$ cat src/rtl/core_sequencer.sv
// rtl/core_sequencer.sv - multi-cycle FETCH/DECODE/EXEC/MEM/WB sequencer with halt and counters
module core_sequencer #(
   parameter int CNT_WIDTH = 32
) (
   input  logic                 clk,
   input  logic                 rst,
   input  logic                 w_en_regfile,
   input  logic                 w_en_datamem,
   input  logic                 is_load,
   input  logic                 is_jump,
   input  logic                 is_branch,
   input  logic                 syscall_en,
   input  logic                 halt_req,
   input  logic                 resume,
   input  logic                 im_ack,
   input  logic                 dm_ack,
   output logic                 im_req,
   output logic                 ir_en,
   output logic                 dm_req,
   output logic                 dm_we,
   output logic                 rf_we,
   output logic                 pc_en,
   output logic                 halted,
   output logic [2:0]           state,
   output logic [CNT_WIDTH-1:0] cycle_count,
   output logic [CNT_WIDTH-1:0] instr_count
);

   typedef enum logic [2:0] {
      S_FETCH  = 3'd0,
      S_DECODE = 3'd1,
      S_EXEC   = 3'd2,
      S_MEM    = 3'd3,
      S_WB     = 3'd4,
      S_HALT   = 3'd5
   } state_e;

   state_e               state_q, state_d;
   logic [CNT_WIDTH-1:0] cycle_q, cycle_d;
   logic [CNT_WIDTH-1:0] instr_q, instr_d;

   always_ff @(posedge clk) begin
      if (rst) begin
         state_q <= S_FETCH;
         cycle_q <= '0;
         instr_q <= '0;
      end else begin
         state_q <= state_d;
         cycle_q <= cycle_d;
         instr_q <= instr_d;
      end
   end

   always_comb begin
      state_d = state_q;
      im_req  = 1'b0;
      ir_en   = 1'b0;
      dm_req  = 1'b0;
      dm_we   = 1'b0;
      rf_we   = 1'b0;
      pc_en   = 1'b0;
      halted  = 1'b0;
      case (state_q)
         S_FETCH: begin
            im_req = 1'b1;
            if (im_ack) begin
               ir_en   = 1'b1;
               state_d = S_DECODE;
            end
         end
         S_DECODE: begin
            if (syscall_en && halt_req) begin
               state_d = S_HALT;
            end else if (syscall_en) begin
               state_d = S_WB;
            end else begin
               state_d = S_EXEC;
            end
         end
         S_EXEC: begin
            if (is_load || w_en_datamem) begin
               state_d = S_MEM;
            end else if ((is_jump || is_branch) && !w_en_regfile) begin
               pc_en   = 1'b1;
               state_d = S_FETCH;
            end else begin
               state_d = S_WB;
            end
         end
         S_MEM: begin
            dm_req = 1'b1;
            dm_we  = w_en_datamem;
            if (dm_ack) begin
               if (w_en_datamem) begin
                  pc_en   = 1'b1;
                  state_d = S_FETCH;
               end else begin
                  state_d = S_WB;
               end
            end
         end
         S_WB: begin
            rf_we   = w_en_regfile && !syscall_en;
            pc_en   = 1'b1;
            state_d = S_FETCH;
         end
         S_HALT: begin
            halted = 1'b1;
            if (resume) begin
               pc_en   = 1'b1;
               state_d = S_FETCH;
            end
         end
         default: state_d = S_FETCH;
      endcase
      // Reset silences every request and strobe in the very cycle it is asserted.
      if (rst) begin
         im_req = 1'b0;
         ir_en  = 1'b0;
         dm_req = 1'b0;
         dm_we  = 1'b0;
         rf_we  = 1'b0;
         pc_en  = 1'b0;
         halted = 1'b0;
      end
   end

   always_comb begin
      cycle_d = cycle_q;
      instr_d = instr_q;
      if (state_q != S_HALT) cycle_d = cycle_q + CNT_WIDTH'(1);
      if (pc_en) instr_d = instr_q + CNT_WIDTH'(1);
   end

   assign state       = rst ? 3'd0 : state_q;
   assign cycle_count = rst ? '0 : cycle_q;
   assign instr_count = rst ? '0 : instr_q;

endmodule

$ cat config.mk
export PLATFORM = sky130hd
export DESIGN_NAME = core_sequencer
export DESIGN_NICKNAME = d
export VERILOG_FILES = /design/src/rtl/core_sequencer.sv
export SDC_FILE = /design/constraint.sdc
export NUM_CORES = 1
export LEC_CHECK = 0
export BUFFER_PORTS_ARGS = -buffer_cell sky130_fd_sc_hd__buf_2
export CELL_PAD_IN_SITES_DETAIL_PLACEMENT = 1
export CELL_PAD_IN_SITES_GLOBAL_PLACEMENT = 1
export CORE_MARGIN = 1.5
export CORE_UTILIZATION = 30
export DETAILED_ROUTE_END_ITERATION = 12
export PLACE_DENSITY = 0.61
export SLEW_MARGIN = 10
export SYNTH_ARGS = -nofsm -noshare
export SYNTH_HDL_FRONTEND = slang
export SYNTH_SLANG_ARGS = --single-unit
$ cat constraint.sdc
create_clock -name clk -period 2.3 [get_ports clk]
set_clock_uncertainty 0.1 [all_clocks]
set_input_delay 0.345 -clock clk [delete_from_list [all_inputs] [get_ports clk]]
set_output_delay 0.345 -clock clk [all_outputs]
set_load 0.03 [all_outputs]
---- Word level (Yosys, flattened, before mapping) ----
Cells that the tools add are included.
Widths: inputs -> output; s select.
storage, ports and cells
  register bits after elaboration ......... 67
  bits of input ports ..................... 12
  output and inout port bits .............. 74
  logic and storage cells ................. 55
cells by class
  add/sub/neg operators ................... 2
  equality and inequality tests ........... 9
  mux-type cells .......................... 32
  reduce and logical (&&, ||, !) cells .... 9
operators with widths
  operator               count
  $add 32x1->32 const B  2
  $mux 32                2
  $mux 3                 9
  $mux 1                 19
  $pmux 3 s5             1
  $eq 3x2->1 const B     2
  $eq 3x3->1 const B     2
  $ne 2x2->1 const B     3
  $pmux 1 s4             1
  $eq 3x1->1 const B     1
  $logic_and 1x1->1      3
  $logic_not 3->1        1
  $ne 3x3->1 const B     1
  $reduce_and 3->1       1
  $logic_not 1->1        2
  $logic_or 1x1->1       2

---- Logic depth before layout (Yosys ltp) ----
Gate-level depths: netlist (run 1).
  word-level depth ........................ 6
  mapped depth ............................ 7
  depth with buffers taken out ............ 6

---- Worst setup path before layout (run 1) ----
OpenSTA, ideal clock, no wires.
  path kind ............................... flip-flop to output port
  from .................................... register state_q[2]
  to ...................................... output port ir_en
  arrival time ............................ 1.745 ns
  required time ........................... 1.855 ns
  slack ................................... 0.110 ns
  stages on the path, launching flop included .. 4
  path buffers ............................ 0
  cell sequence ........................... dfxtp_1 > or2_2 > nor3_1 > and2_1
between the ends
  word-level cells in the longest chain between the ends .. 3
ends and longest elaborated chain
  item                      line  text
  start: declaration        38    state_e state_q, state_d;
  start signal: assignment  48    state_q <= state_d;
  $logic_not 3->1           63    case (state_q)
  $mux 1                    63
  $mux 1                    117   if (rst) begin
  end: declaration          18    output logic ir_en,
No other way between the ends.

---- Worst setup path after layout (run 1) ----
  from .................................... register cycle_q[14]
  to ...................................... register cycle_q[31]
between the ends
  word-level cells in the longest chain between the ends .. 1
ends and longest elaborated chain
  item                      line  text
  start: declaration        39    logic [CNT_WIDTH-1:0] cycle_q, cycle_d;
  start signal: assignment  49    cycle_q <= cycle_d;
  $add 32x1->32             131   if (state_q != S_HALT) cycle_d = cycle_q + CNT_WIDTH'(1);
No other way between the ends.
A chain may end at the register's enable or synchronous reset.

==> results of run 1 <==
-- final cells by class --
| cell class | count | area (um2) |
|---|---|---|
| multi-input combinational | 361 | 2200 |
| sequential | 67 | 1350 |
| clock buffer | 13 | 260 |
| fill | 1464 | 7280 |
| tap | 147 | 184 |
| timing repair buffer | 107 | 612 |
| inverter | 12 | 45.0 |
| clock inverter | 2 | 35.0 |
-- logic make-up after synthesis --
kind of cell | Yosys count
flops | 67
fa+ha+maj | 2
compound gates | 60
buf+inv | 33
simple gates | 252
xor+xnor | 40
mux | 7
-- path summary, 6_finish.rpt --
kind,start,end
setup / recovery,cycle_q[14],cycle_q[31]
hold / removal,resume,state_q[2]
setup reg to reg,cycle_q[14],cycle_q[31]
hold reg to reg,instr_q[31],instr_q[31]
-- power breakdown --
part | internal, uW | total [uW] | switching (uW)
clock | 891 | 1390 | 502
combinational | 124 | 334 | 210
sequential | 1190 | 1240 | 44.4
-- per-layer routing --
metal	GRT usage	wire (um)
met4	0.0733	171
met3	0.0367	347
met1	0.201	4720
met5	0	0
met2	0.256	4690
-- through the flow --
stage	power, uW	std cells	instance area (um2)	worst slack, ns
after detailed placement	1580	694	4370	0.0214
final	2960	709	4680	0.107
after CTS	3000	709	4670	0.0173
after global routing	3090	709	4680	0.00171
after floorplan	1470	461	3660	0.110
after global placement	1580	694	4370	0.0747
-- synthesized netlist by cell type (5+ instances only) --
master / count / area share
nor2_1: 69 / 0.071
dfxtp_1: 67 / 0.37
nor2b_1: 59 / 0.10
nand2_1: 22 / 0.023
o21ai_0: 21 / 0.029
xor2_1: 21 / 0.050
xnor2_1: 19 / 0.045
a21oi_1: 18 / 0.025
clkbuf_1: 18 / 0.018
nand3_1: 16 / 0.022
or3_1: 16 / 0.027
nand4_1: 13 / 0.022
inv_1: 12 / 0.012
nor3_1: 12 / 0.016
and4_1: 7 / 0.017
nor4_1: 6 / 0.010
o2111ai_1: 6 / 0.014
and3_1: 5 / 0.0085
mux2_2: 5 / 0.015
nand2b_1: 5 / 0.0085
-- tightest hold or removal path, cell delays in order --
cell and delay (ns):
buf_2 0.11, or3_1 0.10, o31ai_1 0.06
-- state kept, by name, summed over array words and instances (netlist names) --
name / cells
cycle_q: 32
instr_q: 32
state_q: 3
-- repair_timing --
| action | 4_1_cts | 5_1_grt |
|---|---|---|
| pin swaps | 0 | 1 |
| setup buffers | 0 | 0 |
| resized for setup | 2 | 4 |
| setup endpoints to repair | 1 | 2 |
==> out/results.ini, run 1 <==
[logic_synthesis]
xor_and_xnor_area_share_after_synthesis=0.0956
synth_sequential_area_ratio=0.366
muxShareOfSynthArea=0.0208
synth_cell_types=45
synth.yosys.warnings=0
synth_compound_area_frac=0.0977
edff_count_synth=0
synth.cell_area_um2=3660
async_s_r_ff_share_synth=0
mappedNetlistNets=475
yosys.area_share.adder=0.00683
syn_inst=461
synth_ff_type=dfxtp_1
post_synth_and_or_nand_nor_area_fraction=0.378
postSynthRegisterBits=67
mean_area_per_synthesized_cell_um2=7.95
synth_top_family_by_area=simple AND/OR/NAND/NOR gates

[clock_network]
reg_clk_slew_reported_paths_ns=0.06
tritoncts=built
cts.hold.buffers_added=0
numCtsBuffers=9
clock_insertion_delay_worst_skew_ns=0.34
cts_sinks=67
clk_root_buffer_cell=clkbuf_16
ctsLongestPathBuffers=2
htreeDepth=3

[critical_path]
reg2reg_setup_slack_ns=0.11
critical_path.n_buffers_inverters=0
crit_path_top_delay_cell=or4_4
critPathMaxStageDelay_ns=0.56
reg2reg_depth=5
critical_path.cell_chain=nand4_2 > or4_4 > nor4_2 > and4_1 > mux2_2
crit_required_ns=2.43
critical_path.top_delay_family=simple AND/OR/NAND/NOR gates
crit_path_cell_count=5
timing.critical_path.fanout_max=4
timing.critical_path.arrival_ns=2.32
cp-end-kind=flop
worstSetupPathType=reg2reg
start_kind=flop

[detailed_routing]
drt_first_iter_violations=109
ant_nets=0
drt-vias-per-instance=4.96
route.detailed.wl_per_inst_um=14.0
drc=0
vias=3517
postRouteWirelength_um=9920
drt_pre_antenna_iters=4

[pwr]
pwr_density_cell_nw_per_um2=632
worst_vdd_rail_ir_drop_uv=275
leakage_uw=0.00187

[floorplanning]
core_area_um2=12000
fp-row-count=40
floorplan.initialDensity=0.306
boundaryPins=86
floorplan.die_area_um2=12900
die_w_um=114
floorplan.die.height_um=114

[sta]
layout_worst_path_cycle_share=0.954
hold-worst-slack_ns=0.232
timing_max_transition_violations_final=0
layout_min_cycle_time_ns=2.19
relative_slew_margins=0.605
tightestPinTransition_ns=0.591
grt_setup_unrepaired=no
max_freq_ghz=0.456
setup_tns_ns=0
finalHoldViolations=0
setup_viol=0

[global_route]
grt-ovfl-total=0
grt_first_pass_wirelength_um=16400
grt_pass1_vias=3398
grt_start_max_net_pins=65
antenna_found_initial=0
total_routing_resource_utilization_after_global_routing=0.159

[status]
outcome=finished clean

[final_layout]
layout-drive-gt1-share=0.244
num-nets-final=572
final_core_utilization=0.392
layout.cells.most_common_list=buf_2, nor2_1, dfxtp_1, nor2b_1, nand2_1
areaGrowthSynthToFinish_pct=27.8
final_common_cell=buf_2
diodes_inserted=0

[run]
max_cap_viol_count=0

[min_path]
timing.hold.worst_path_depth=3
hold_class=in2reg

[placed_design]
portBuffers=85
gp_congestion=0.816
hpwlAfterDp_um=7360

Power figures use the tool's default switching activity.
==> run 2, diff against run 1 <==
--- a/config.mk
+++ b/config.mk
@@ -5,13 +5,14 @@
 export SDC_FILE = /design/constraint.sdc
 export NUM_CORES = 1
 export LEC_CHECK = 0
+export ABC_AREA = 1
 export BUFFER_PORTS_ARGS = -buffer_cell sky130_fd_sc_hd__buf_2
 export CELL_PAD_IN_SITES_DETAIL_PLACEMENT = 1
 export CELL_PAD_IN_SITES_GLOBAL_PLACEMENT = 1
 export CORE_MARGIN = 1.5
 export CORE_UTILIZATION = 30
 export DETAILED_ROUTE_END_ITERATION = 12
-export PLACE_DENSITY = 0.61
+export PLACE_DENSITY = 0.64
 export SLEW_MARGIN = 10
 export SYNTH_ARGS = -nofsm -noshare
 export SYNTH_HDL_FRONTEND = slang
==> run 2 against run 1 <==
Against the previous run: clock power increased by 25%; wire length increased by 43%; combinational power increased by 31%; cell count increased by 43%; count of clock-buffer cells in the layout decreased by 4; critical path type is now reg2out.
==> out/results.ini, run 2 <==
[status]
outcome=finished clean

[critical_path]
reg2reg_depth=10
start_kind=flop
timing.critical_path.fanout_max=14
timing.critical_path.arrival_ns=1.77
worstSetupPathType=reg2out
cp-end-kind=primary output
crit_required_ns=1.86

[floorplanning]
floorplan.die.height_um=122
die_w_um=122
fp-row-count=43
core_area_um2=13800
floorplan.die_area_um2=14800
boundaryPins=86
floorplan.initialDensity=0.305

[clock_network]
clk_root_buffer_cell=clkbuf_16
tritoncts=built
cts.hold.buffers_added=0
htreeDepth=3
ctsLongestPathBuffers=2
cts_sinks=67
clock_insertion_delay_worst_skew_ns=0.35
numCtsBuffers=9
cts_setup_buffers=0
reg_clk_slew_reported_paths_ns=0.06

[final_layout]
final_common_cell=nor2_1
num-nets-final=844
nFillCells=1879
largestRegisters=cycle_q (32), instr_q (32), state_q (3)
diodes_inserted=0
layout-drive-gt1-share=0.145
final-seq-area_um2=1340
layout.cells.most_common_list=nor2_1, nand2_1, inv_1, buf_2, dfxtp_1
areaGrowthSynthToFinish_pct=23.4
final_core_utilization=0.377
multi_input_comb_area_um2=2410

[pwr]
leakage_uw=0.00218
design_power_total_uw=3400
pwr_density_cell_nw_per_um2=653
worst_vdd_rail_ir_drop_uv=358

[sta]
tightestPinTransition_ns=0.572
layout_min_cycle_time_ns=2.21
max_freq_ghz=0.452
layout_worst_path_cycle_share=0.962
grt_setup_unrepaired=no
setup_viol=0
finalHoldViolations=0
timing_max_transition_violations_final=0
relative_slew_margins=0.617
hold-worst-slack_ns=0.258
setup_tns_ns=0

[detailed_routing]
route.detailed.wl_per_inst_um=14.0
drt_first_iter_violations=142
ant_nets=0
drt_pre_antenna_iters=4
drc=0
drt-vias-per-instance=4.76
vias=4832
postRouteWirelength_um=14200

[logic_synthesis]
ranking_of_synthesized_cells_by_area=dfxtp_1, nor2_1, nand2_1
synth_common_cells=nor2_1, nand2_1, inv_1
syn_inst=748
synth.cell_area_um2=4220
async_s_r_ff_share_synth=0
portion_of_synthesized_cell_area_occupied_by_the_leading_cell_type=0.318
edff_count_synth=0
synth.yosys.warnings=0
mappedNetlistNets=762
synth_cell_types=31
synth_sequential_area_ratio=0.318
synth_top_area_cell=dfxtp_1
postSynthRegisterBits=67
mean_area_per_synthesized_cell_um2=5.64
synth_ff_type=dfxtp_1
most_used_standard_cell_by_instance_count_after_synthesis=nor2_1

[global_route]
antenna_found_initial=0
grt_pass1_vias=4859
grt-ovfl-total=0
total_routing_resource_utilization_after_global_routing=0.199
grt_start_max_net_pins=50
grt_first_pass_wirelength_um=23000

[placed_design]
portBuffers=85
hpwlAfterDp_um=10800
gp_congestion=0.760

[run]
max_cap_viol_count=0

[min_path]
timing.hold.worst_path_depth=4
hold_class=in2reg

run 2: per-stage QoR:
stage / std cells / cell area (um2) / worst slack (ns)
after floorplan: 748 / 4220 / 0.357
after global placement: 999 / 4840 / 0.393
after detailed placement: 999 / 4840 / 0.337
after CTS: 1015 / 5200 / 0.0684
after global routing: 1015 / 5210 / 0.00436
final: 1015 / 5210 / 0.0881
run 2: final timing paths:
check | start | endpoint | slack, ns
worst min register to register | instr_q[29] | instr_q[29] | 0.40
worst max register to register | cycle_q[1] | cycle_q[22] | 0.36
worst max-delay path | state_q[0] | halted | 0.09
worst min-delay path | resume | state_q[2] | 0.26
run 2: worst max-delay path, cell delays in order (launching register included):
cell	delay, ns
dfxtp_1	0.40
inv_1	0.12
nor2_1	0.21
nand2_2	0.23
nor2_1	0.22
buf_2	0.23
run 2: cell families (layout without fill, tap and decap cells):
| logic type | after synthesis | after routing | synth area share |
|---|---|---|---|
| and+or+nand+nor | 478 | 478 | 0.462 |
| buffers and inverters | 122 | 209 | 0.113 |
| AOI/OAI and AO/OA | 73 | 73 | 0.0889 |
| DFF | 67 | 67 | 0.318 |
| xor gates and xnor gates | 6 | 6 | 0.0125 |
| adders and majority gates | 2 | 2 | 0.00593 |
run 2: layout make-up:
class | instances | share of cell area
timing repair buffer | 91 | 0.0928
inverter | 102 | 0.0740
tap | 180 | 0.0433
multi-input combinational | 559 | 0.462
sequential | 67 | 0.258
clock inverter | 7 | 0.0269
clock buffer | 9 | 0.0433
run 2: layer usage:
metal  vias to the layer above  track usage  part of all wire
met4                         0       0.0537             0.014
met3                        17       0.0496             0.034
met2                        70        0.375              0.52
met5                         -            0                 0
met1                      2280        0.221              0.43
li1                       2465            -                 -
run 2: what timing repair did:
action                     CTS  global route
pin swaps                    0             1
hold endpoints to repair     0             0
cloned                       0             0
resized for setup            1             2
setup endpoints to repair    1             1
run 2: power breakdown:
group | total, uW | internal, uW | switching [uW] | leakage (uW)
Combinational | 439 | 116 | 323 | 0.00147
Sequential | 1220 | 1190 | 33.3 | 0.000541
Clock | 1740 | 1170 | 574 | 0.000172
==> run 3, diff against run 2 <==
==> constraint.sdc (replaced) <==
create_clock -name clk -period 2.6 [get_ports clk]
set_clock_uncertainty 0.1 [all_clocks]
set_input_delay 0.39 -clock clk [delete_from_list [all_inputs] [get_ports clk]]
set_output_delay 0.39 -clock clk [all_outputs]
set_load 0.03 [all_outputs]
==> run 3 against run 2 <==
Against the previous run: sequential share of layout area grew 0.39 points; first-iteration DRC count grew 35%; cell count is the same; die area is the same; largest cell class unchanged.
==> out/results.ini, run 3 (synthesis results as in run 2) <==
[final_layout]
areaGrowthSynthToFinish_pct=21.5
num-nets-final=844
layout.cells.most_common_list=nor2_1, nand2_1, inv_1, buf_2, dfxtp_1
final_core_utilization=0.371
diodes_inserted=0
layout-drive-gt1-share=0.141
stdcell_area_um2=5130
nFillCells=1908
final_common_cell=nor2_1
stdcell_count=1015
largestRegisters=cycle_q (32), instr_q (32), state_q (3)

[run]
max_cap_viol_count=0

[detailed_routing]
drt_pre_antenna_iters=4
postRouteWirelength_um=13900
ant_nets=0
drc=0
vias=4846
route.detailed.wl_per_inst_um=13.7
drt-vias-per-instance=4.77
drt_first_iter_violations=192

[clock_network]
reg_clk_slew_reported_paths_ns=0.05
ctsLongestPathBuffers=2
postCtsResizedCells=0
cts.hold.buffers_added=0
numCtsBuffers=9
cts_setup_buffers=0
clock_insertion_delay_worst_skew_ns=0.34
tritoncts=built
clk_root_buffer_cell=clkbuf_16
cts_sinks=67
htreeDepth=3

[pwr]
pwr_density_cell_nw_per_um2=523
design_power_total_uw=2680
worst_vdd_rail_ir_drop_uv=311
leakage_uw=0.00216

[global_route]
grt_start_max_net_pins=91
total_routing_resource_utilization_after_global_routing=0.198
grt_pass1_vias=4846
antenna_found_initial=0
grt_first_pass_wirelength_um=23200
grt-ovfl-total=0

[critical_path]
critPathMaxStageDelay_ns=0.39
crit_path_top_delay_cell=dfxtp_1
worstSetupPathType=reg2out
timing.critical_path.fanout_max=12
cp-end-kind=primary output
critical_path.cell_chain=nand2_1 > nor2_1 > nand2_1 > nand3_4 > nand2_4 > inv_2 > buf_2
critical_path.most_common_cell=nand2_1
timing.critical_path.arrival_ns=1.84
start_kind=flop
crit_required_ns=2.11

[status]
outcome=finished clean

[sta]
relative_slew_margins=0.689
finalHoldViolations=0
layout_min_cycle_time_ns=2.33
grt_setup_unrepaired=no
timing_max_transition_violations_final=0
setup_tns_ns=0
setup_viol=0
max_freq_ghz=0.430
layout_worst_path_cycle_share=0.895
tightestPinTransition_ns=0.465

[floorplanning]
floorplan.die_area_um2=14800
core_area_um2=13800
boundaryPins=86
floorplan.initialDensity=0.305
die_w_um=122
fp-row-count=43
floorplan.die.height_um=122

[placed_design]
placed_cells=999
hpwlAfterDp_um=10500
gp_congestion=0.823
portBuffers=85
placedInstanceArea_um2=4840

[min_path]
hold_class=in2reg

-- run 3: where the power goes --
part           switching, uW  internal, uW  total (uW)
clock                    471           750        1220
sequential              27.5          1050        1080
combinational            281           101         382
total                    779          1900        2680
-- run 3: through the flow --
step,hold slack (ns),setup slack [ns]
after floorplan,0.358,0.567
after global placement,0.372,0.624
after detailed placement,0.399,0.581
after CTS,0.298,0.248
after global routing,0.343,0.150
final,0.317,0.273
-- run 3: path summary, 6_finish.rpt --
kind                  to  slack, ns  cells after the start       start
min reg2reg   cycle_q[0]       0.40                      1  cycle_q[0]
max reg2reg  cycle_q[20]       0.66                     10  cycle_q[0]
min           state_q[2]       0.32                      4      resume
max                pc_en       0.27                      7  state_q[0]
-- run 3: cell type report --
| cell class | instances | area (um2) | area share |
|---|---|---|---|
| tap | 180 | 225 | 0.0439 |
| sequential | 67 | 1340 | 0.262 |
| clock inverter | 1 | 5.00 | 0.000976 |
| inverter | 102 | 383 | 0.0747 |
| timing repair buffer | 91 | 483 | 0.0942 |
| clock buffer | 15 | 288 | 0.0561 |
| multi-input combinational | 559 | 2400 | 0.469 |
-- run 3: layer usage --
layer / up-vias / track usage / part of all wire
met5: - / 0 / 0
met4: 0 / 0.0537 / 0.012
met3: 13 / 0.0412 / 0.030
met2: 72 / 0.374 / 0.52
met1: 2294 / 0.223 / 0.44
li1: 2467 / - / -
-- run 3: critical path, delay by kind of cell, from the launching register on --
family | cells | cell delay [ns]
simple gates | 5 | 0.64
buf+inv | 2 | 0.48
flops | 1 | 0.39
